===== config.mk =====
export PLATFORM = sky130hd
export DESIGN_NAME = motion_update_broadcaster
export DESIGN_NICKNAME = d
export VERILOG_FILES = /design/src/rtl/motion_update_broadcaster.sv
export SDC_FILE = /design/constraint.sdc
export NUM_CORES = 1
export LEC_CHECK = 0
export CORE_UTILIZATION = 48
export DETAILED_ROUTE_END_ITERATION = 10
export PLACE_DENSITY = 0.78
export SYNTH_ARGS = -nofsm -noshare
export SYNTH_HDL_FRONTEND = slang
export SYNTH_SLANG_ARGS = --single-unit
export TNS_END_PERCENT = 5

===== constraint.sdc =====
create_clock -name clk -period 5.3 [get_ports clk]
set_input_delay 1.06 -clock clk [delete_from_list [all_inputs] [get_ports clk]]
set_output_delay 1.06 -clock clk [all_outputs]
set_load 0.01 [all_outputs]

===== src/rtl/motion_update_broadcaster.sv =====
// Sweeps every cell, adds displacement to position, wraps the cell coordinate periodically and broadcasts the result.
// Optional MU_BCAST_STATS_EN adds out_migrate_count (valids whose destination differs from the source cell).
module motion_update_broadcaster #(
    parameter int DATA_WIDTH    = 32,
    parameter int ADDR_WIDTH    = 8,
    parameter int CELL_ID_WIDTH = 4,
    parameter int CELL_NUM_X    = 4,
    parameter int CELL_NUM_Y    = 4,
    parameter int CELL_NUM_Z    = 4
) (
    input  logic                         clk,
    input  logic                         rst,
    input  logic                         start,
    output logic [3*CELL_ID_WIDTH-1:0]   out_rd_cell,
    output logic [ADDR_WIDTH-1:0]        out_rd_address,
    output logic                         out_rden,
    input  logic [3*DATA_WIDTH-1:0]      in_pos,
    input  logic [3*DATA_WIDTH-1:0]      in_disp,
    output logic                         out_motion_update_enable,
    output logic [3*DATA_WIDTH-1:0]      out_data,
    output logic [3*CELL_ID_WIDTH-1:0]   out_data_dst_cell,
    output logic                         out_data_valid,
`ifdef MU_BCAST_STATS_EN
    output logic [15:0]                  out_migrate_count,
`endif
    output logic                         out_done
);

    localparam int DW = DATA_WIDTH;
    localparam int AW = ADDR_WIDTH;
    localparam int CW = CELL_ID_WIDTH;

    localparam logic [CW-1:0] NX  = CW'(CELL_NUM_X);
    localparam logic [CW-1:0] NY  = CW'(CELL_NUM_Y);
    localparam logic [CW-1:0] NZ  = CW'(CELL_NUM_Z);
    localparam logic [CW-1:0] ONE = CW'(1);

    localparam logic [2:0] IDLE     = 3'd0;
    localparam logic [2:0] OPEN     = 3'd1;
    localparam logic [2:0] RD_CNT   = 3'd2;
    localparam logic [2:0] WAIT_CNT = 3'd3;
    localparam logic [2:0] STREAM   = 3'd4;
    localparam logic [2:0] CLOSE    = 3'd5;
    localparam logic [2:0] DRAIN    = 3'd6;
    localparam logic [2:0] DONE     = 3'd7;

    logic [2:0]         state_q, state_d;
    logic [CW-1:0]      cx_q, cx_d, cy_q, cy_d, cz_q, cz_d;
    logic [AW-1:0]      count_q, count_d;
    logic [AW-1:0]      addr_q, addr_d;
    logic [1:0]         drain_q, drain_d;
    logic               enable_q, enable_d;
    logic               adv;
    logic               last_z, last_y, last_x, last_cell;

    // vld_q[1]: read data present on in_pos/in_disp; vld_q[2]: registered result on the bus
    logic [2:1]         vld_q;
    logic [3*CW-1:0]    src1_q;
    logic [3*DW-1:0]    data_q;
    logic [3*CW-1:0]    dst_q;

    logic [DW-1:0]      new_x, new_y, new_z;
    logic [3*CW-1:0]    new_dst;

    // Sum with periodic wrap of the cell field; fraction bits pass through unchanged.
    function automatic logic [DW-1:0] wrap_comp(input logic [DW-1:0] p,
                                                input logic [DW-1:0] d,
                                                input logic [CW-1:0] n);
        logic [DW-1:0] s;
        logic [CW-1:0] c;
        s = p + d;
        c = s[DW-1 -: CW];
        if (c == '0)
            s[DW-1 -: CW] = n;
        else if (c == n + ONE)
            s[DW-1 -: CW] = ONE;
        return s;
    endfunction

    assign last_z    = (cz_q == NZ);
    assign last_y    = (cy_q == NY);
    assign last_x    = (cx_q == NX);
    assign last_cell = last_x & last_y & last_z;

    always_comb begin
        state_d  = state_q;
        cx_d     = cx_q;
        cy_d     = cy_q;
        cz_d     = cz_q;
        count_d  = count_q;
        addr_d   = addr_q;
        drain_d  = drain_q;
        enable_d = enable_q;
        adv      = 1'b0;
        case (state_q)
            IDLE: begin
                if (start) begin
                    state_d  = OPEN;
                    enable_d = 1'b1;
                end
            end
            OPEN:   state_d = RD_CNT;
            RD_CNT: state_d = WAIT_CNT;
            WAIT_CNT: begin
                count_d = in_pos[AW-1:0];
                if (in_pos[AW-1:0] == '0) begin
                    adv = 1'b1;
                end else begin
                    state_d = STREAM;
                    addr_d  = AW'(1);
                end
            end
            STREAM: begin
                if (addr_q == count_q)
                    adv = 1'b1;
                else
                    addr_d = addr_q + AW'(1);
            end
            CLOSE: begin
                // hold the frame open until the last result has been on the bus for a cycle
                if (vld_q == '0) begin
                    state_d  = DRAIN;
                    enable_d = 1'b0;
                    drain_d  = '0;
                end
            end
            DRAIN: begin
                if (drain_q == 2'd2)
                    state_d = DONE;
                else
                    drain_d = drain_q + 2'd1;
            end
            DONE:    state_d = IDLE;
            default: state_d = IDLE;
        endcase

        if (adv) begin
            if (last_cell) begin
                state_d = CLOSE;
                cx_d    = ONE;
                cy_d    = ONE;
                cz_d    = ONE;
            end else begin
                state_d = RD_CNT;
                if (!last_z) begin
                    cz_d = cz_q + ONE;
                end else begin
                    cz_d = ONE;
                    if (!last_y) begin
                        cy_d = cy_q + ONE;
                    end else begin
                        cy_d = ONE;
                        cx_d = cx_q + ONE;
                    end
                end
            end
        end
    end

    always_ff @(posedge clk or posedge rst) begin
        if (rst) begin
            state_q  <= IDLE;
            cx_q     <= ONE;
            cy_q     <= ONE;
            cz_q     <= ONE;
            count_q  <= '0;
            addr_q   <= '0;
            drain_q  <= '0;
            enable_q <= 1'b0;
        end else begin
            state_q  <= state_d;
            cx_q     <= cx_d;
            cy_q     <= cy_d;
            cz_q     <= cz_d;
            count_q  <= count_d;
            addr_q   <= addr_d;
            drain_q  <= drain_d;
            enable_q <= enable_d;
        end
    end

    assign new_x   = wrap_comp(in_pos[DW-1:0],      in_disp[DW-1:0],      NX);
    assign new_y   = wrap_comp(in_pos[2*DW-1:DW],   in_disp[2*DW-1:DW],   NY);
    assign new_z   = wrap_comp(in_pos[3*DW-1:2*DW], in_disp[3*DW-1:2*DW], NZ);
    assign new_dst = {new_x[DW-1 -: CW], new_y[DW-1 -: CW], new_z[DW-1 -: CW]};

    always_ff @(posedge clk or posedge rst) begin
        if (rst) begin
            vld_q  <= '0;
            src1_q <= '0;
            data_q <= '0;
            dst_q  <= '0;
        end else begin
            vld_q[1] <= (state_q == STREAM);
            vld_q[2] <= vld_q[1];
            src1_q   <= {cx_q, cy_q, cz_q};
            if (vld_q[1]) begin
                data_q <= {new_z, new_y, new_x};
                dst_q  <= new_dst;
            end
        end
    end

`ifdef MU_BCAST_STATS_EN
    logic [15:0] mig_q;

    always_ff @(posedge clk or posedge rst) begin
        if (rst)
            mig_q <= '0;
        else if (state_q == IDLE && start)
            mig_q <= '0;
        else if (vld_q[1] && new_dst != src1_q && mig_q != 16'hFFFF)
            mig_q <= mig_q + 16'd1;
    end

    assign out_migrate_count = mig_q;
`endif

    assign out_rden                 = (state_q == RD_CNT) || (state_q == STREAM);
    assign out_rd_address           = (state_q == STREAM) ? addr_q : '0;
    assign out_rd_cell              = out_rden ? {cx_q, cy_q, cz_q} : '0;
    assign out_motion_update_enable = enable_q;
    assign out_data                 = data_q;
    assign out_data_dst_cell        = dst_q;
    assign out_data_valid           = vld_q[2];
    assign out_done                 = (state_q == DONE);

endmodule

Yosys cells after proc, flatten, opt, wreduce, memory -nomap -nowiden
Cells that the tools add are included. Widths: inputs -> output; s select.

Bits in registers: 144. Output and inout bits: 132. Logic and storage cells: 99.

$add $sub $neg: 8. Equal/unequal tests: 24. Mux-type cells: 35. Bitwise logic cells: 2. Reduce and logical (&&, ||, !) cells: 19.

Operators by type and width (number): $add 32x32->32 (3); $mux 4 (14); $eq 4x3->1 const B (6); $mux 8 (3); $pmux 3 s7 (1); $mux 3 (6); $pmux 8 s2 (1); $add 4x1->4 const B (3); $eq 3x3->1 const B (4); $logic_not 4->1 (3); $mux 12 (1); $ne 3x3->1 const B (4); $reduce_and 3->1 (4); $ne 2x2->1 const B (5); $reduce_bool 2->1 (5); $add 8x1->8 const B (1); $eq 8x8->1 (1); $logic_not 8->1 (1); $reduce_bool 8->1 (1); $eq 3x2->1 const B (2); $reduce_and 5->1 (1); $mux 1 (4); $mux 2 (2); $pmux 1 s2 (2); other kinds (9) (10).

Depth between registers and ports, before layout
Depth in word-level cells: 5. Mapped depth: 13. Mapped depth without buffers: 12.

Worst setup path after synthesis
Ideal clock, no wire load.

Kind: input port to flip-flop. From: input in_pos[0]. To: register data_q[30] (netlist: out_data[30]). Arrival time: 3.389 ns. Setup slack: 1.829 ns. Cell stages on the path: 12. Path through: ha_1 inv_1 fa_1 nor2b_4 o31a_1 o2111ai_2 a21oi_2 o311a_4 a221oi_2 xnor2_1 or3_1 a31oi_1.

Longest elaborated chain between the ends: 4.

RTL lines: start: declaration (line 17) `input logic [3*DATA_WIDTH-1:0] in_pos,`; $add 32x32->32 (*) (line 71) `s = p + d;`; $eq 4x3->1 (line 75) `else if (c == n + ONE)`; $mux 4 (line 75); $mux 4 (*) (line 73) `if (c == '0)`; end signal: assignment (line 198) `data_q <= {new_z, new_y, new_x};`; end: declaration (line 59) `logic [3*DW-1:0] data_q;`.

Mark *: on every way between the ends. The rest lies on a longest branch, timed or not. A chain may end at the register's enable or synchronous reset.

Worst setup path after layout
From: input in_pos[32]. To: register data_q[62] (netlist: out_data[62]).

The elaborated chain is that of the path after synthesis.

==> flow_summary.json <==
{
  "cts_buffers": 17,
  "grt_first_pass_wirelength_um": 49860,
  "fp.dieW_um": 150.1,
  "die_height_um": 150.1,
  "vias": 10050,
  "wl_um": 31250,
  "first_pass_iters": 5,
  "drive_gt1_share_pct": 8.101,
  "placementRows": 53,
  "first_iter_violations": 457,
  "crit_arrival_ps": 4420,
  "worstSetupEndpointType": "register",
  "cts_resized": 0,
  "antenna_left": 0,
  "yosysSeqAreaShare_pct": 31.41,
  "fill_cells": 1747,
  "async_flop_share_pct": 100.0,
  "nNetsFinal": 1799,
  "crit_required_ps": 5660,
  "synth-edff-count": 0,
  "numPortBuffers": 326,
  "rsz0062_at_grt": "no",
  "die_area_mm2": 0.02253,
  "cts_buffer_depth": 2,
  "timing.fmax_mhz": 246.0,
  "slew_headroom_pct": 35.62,
  "pin_count": 327,
  "postSynthCellCount": 1193,
  "gr-total-overflow": 0,
  "cellPowerDensity_mw_per_mm2": 424.2,
  "dpl.hpwl_um": 24480,
  "gp_congestion": 0.9191,
  "synthDistinctLibCells": 74,
  "cts_tree": "built",
  "syn_to_final_growth_pct": 38.42,
  "max_slew.worst_pin.slew_ps": 965.7,
  "ys_ff_latch": 132,
  "period_needed_ps": 4065,
  "grtUsageTotal_pct": 28.26,
  "start_util_pct": 49.46,
  "placed_cell_area_mm2": 0.01395,
  "worst-path-max-fanout": 7,
  "fin_crit_sh_pct": 76.70,
  "antenna_found_initial": 3,
  "synth_top_flop_cell": "dfrtp_1",
  "cts-root-buf": "clkbuf_16",
  "finalClockSkew_ps": 10.35,
  "crit_type": "in -> reg",
  "layout_common_cells": "326 x clkdlybuf4s50_1, 128 x dfrtp_1, 111 x nand2_1",
  "setup_viol": 0,
  "synth.avg_cell_area_um2": 8.826,
  "tns_ps": 0,
  "drc": 0,
  "finalInstanceArea_mm2": 0.01457,
  "core_mm2": 0.02129,
  "clkSlewWorstSetupHoldPaths_ps": 60,
  "ir_drop_mv": 0.2494,
  "routedWlPerCell_um": 17.53,
  "clkLatencyLatePin_ps": 420,
  "clock-sinks": 132,
  "cap_violations": 0,
  "multi_input_area_mm2": 0.006768,
  "viasPerCell": 5.638,
  "grt_max_degree": 91,
  "start_kind": "primary input",
  "p_leak_nw": 6.351,
  "syn_area_mm2": 0.01053,
  "grt_pass1_vias": 9813,
  "slew_violations": 0,
  "yosysWarnings": 0,
  "post_cts_buffers": 0,
  "seq_area_mm2": 0.003311,
  "ctsHtreeMaxLevel": 4,
  "final-hold-violation-count": 0,
  "hold_path_class": "reg -> reg",
  "layout_commonest_cell": "clkdlybuf4s50_1",
  "syn-num-nets": 1499,
  "hold_buffers": 0,
  "status": "finished clean"
}
==> metrics by stage <==
step           util [%]  total power [W]  std cells  setup WS (ps)  hold slack, ps
2_1_floorplan         -         0.003474       1193          718.9           351.9
3_3_place_gp      65.53         0.004854       1749          982.8           462.6
3_5_place_dp      65.53         0.004923       1749          880.6           472.1
4_1_cts           68.44         0.006215       1781           1221           488.7
5_1_grt           68.47         0.006566       1783          975.8           508.3
6_report          68.47         0.006182       1783           1235           485.2
==> worst max-delay path: stages <==
cell	delay, ps
clkdlybuf4s50_1	460
ha_1	230
inv_1	90
fa_1	420
nor2b_1	170
o31a_1	190
o21bai_1	110
a31oi_1	470
a22oi_2	250
o21ai_0	400
a31oi_1	140
a221o_1	340
nand3_1	80
==> metal layers <==
metal,vias up,share of wire [%],track usage [%]
met4,2,2.9,9.293
li1,4913,-,-
met3,51,6.3,6.758
met5,-,0.038,0
met2,310,46,45.05
met1,4776,45,37.58
==> cells in the mapped netlist (all sizes together) (18+ instances only) <==
| cell type | number | area share [%] |
|---|---|---|
| buf | 19 | 1.1 |
| inv | 56 | 2.0 |
| mux2 | 63 | 6.7 |
| clkbuf | 32 | 1.1 |
| xnor2 | 59 | 4.9 |
| nand3 | 19 | 0.90 |
| nand4 | 18 | 1.1 |
| a21oi | 110 | 5.3 |
| dfrtp | 129 | 31 |
| nor3 | 20 | 0.95 |
| ha | 108 | 13 |
| a21o | 44 | 3.1 |
| o21a | 18 | 1.3 |
| and3 | 19 | 1.1 |
| xor2 | 29 | 2.4 |
| o21ai | 85 | 4.0 |
| nand2 | 111 | 4.0 |
| nor2 | 90 | 3.2 |
==> state kept, by name, indices dropped and copies added, names as in the netlist <==
| signal | count |
|---|---|
| out_data | 95 |
| addr_q | 8 |
| count_q | 8 |
| cx_q | 4 |
| cy_q | 4 |
| cz_q | 4 |
| state_q | 3 |
| drain_q | 2 |
| vld_q | 2 |
| out_data_dst_cell | 1 |
| out_motion_update_enable | 1 |
==> power by group <==
group	switching [W]	total (W)	internal [W]	leakage (nW)
logic	0.00138	0.00306	0.00168	4.48
registers	0.000384	0.00186	0.00148	1.57
clock network	0.000508	0.00126	0.000753	0.293
==> cells by family (layout without fill, tap and decap cells) <==
group / Yosys count / in the layout / synth area share (%)
buffers and inverters: 108 / 421 / 4.314
and+or+nand+nor: 319 / 319 / 13.92
other: 0 / 2 / 0
AOI/OAI and AO/OA: 372 / 372 / 22.90
adders and majority gates: 111 / 111 / 13.40
xor gates and xnor gates: 88 / 88 / 7.320
muxes: 63 / 63 / 6.738
DFF: 132 / 132 / 31.41
==> worst paths after layout <==
| check | start | to | slack, ps | depth (start not counted) |
|---|---|---|---|---|
| min | out_data[33]$_DFFE_PP0P_ | out_data[33]$_DFFE_PP0P_ | 490 | 2 |
| max reg2reg | state_q[1]$_DFFE_PP0P_ | state_q[0]$_DFFE_PP0P_ | 2310 | 11 |
| max in group asynchronous | rst | out_data[86]$_DFFE_PP0P_ | 3200 | 3 |
| min in group asynchronous | rst | out_data[50]$_DFFE_PP0P_ | 1150 | 2 |
| min reg2reg | out_data[33]$_DFFE_PP0P_ | out_data[33]$_DFFE_PP0P_ | 490 | 2 |
| max | in_pos[32] | out_data[62]$_DFFE_PP0P_ | 1230 | 13 |
==> final cells by class <==
class / instances / area share, %
multi-input combinational: 953 / 46.44
sequential: 132 / 22.72
timing repair buffer: 332 / 22.70
clock buffer: 17 / 2.919
tap: 275 / 2.361
inverter: 57 / 1.502
clock inverter: 15 / 1.331
antenna: 2 / 0.03434
No activity file was read; power rests on OpenSTA's default activity.
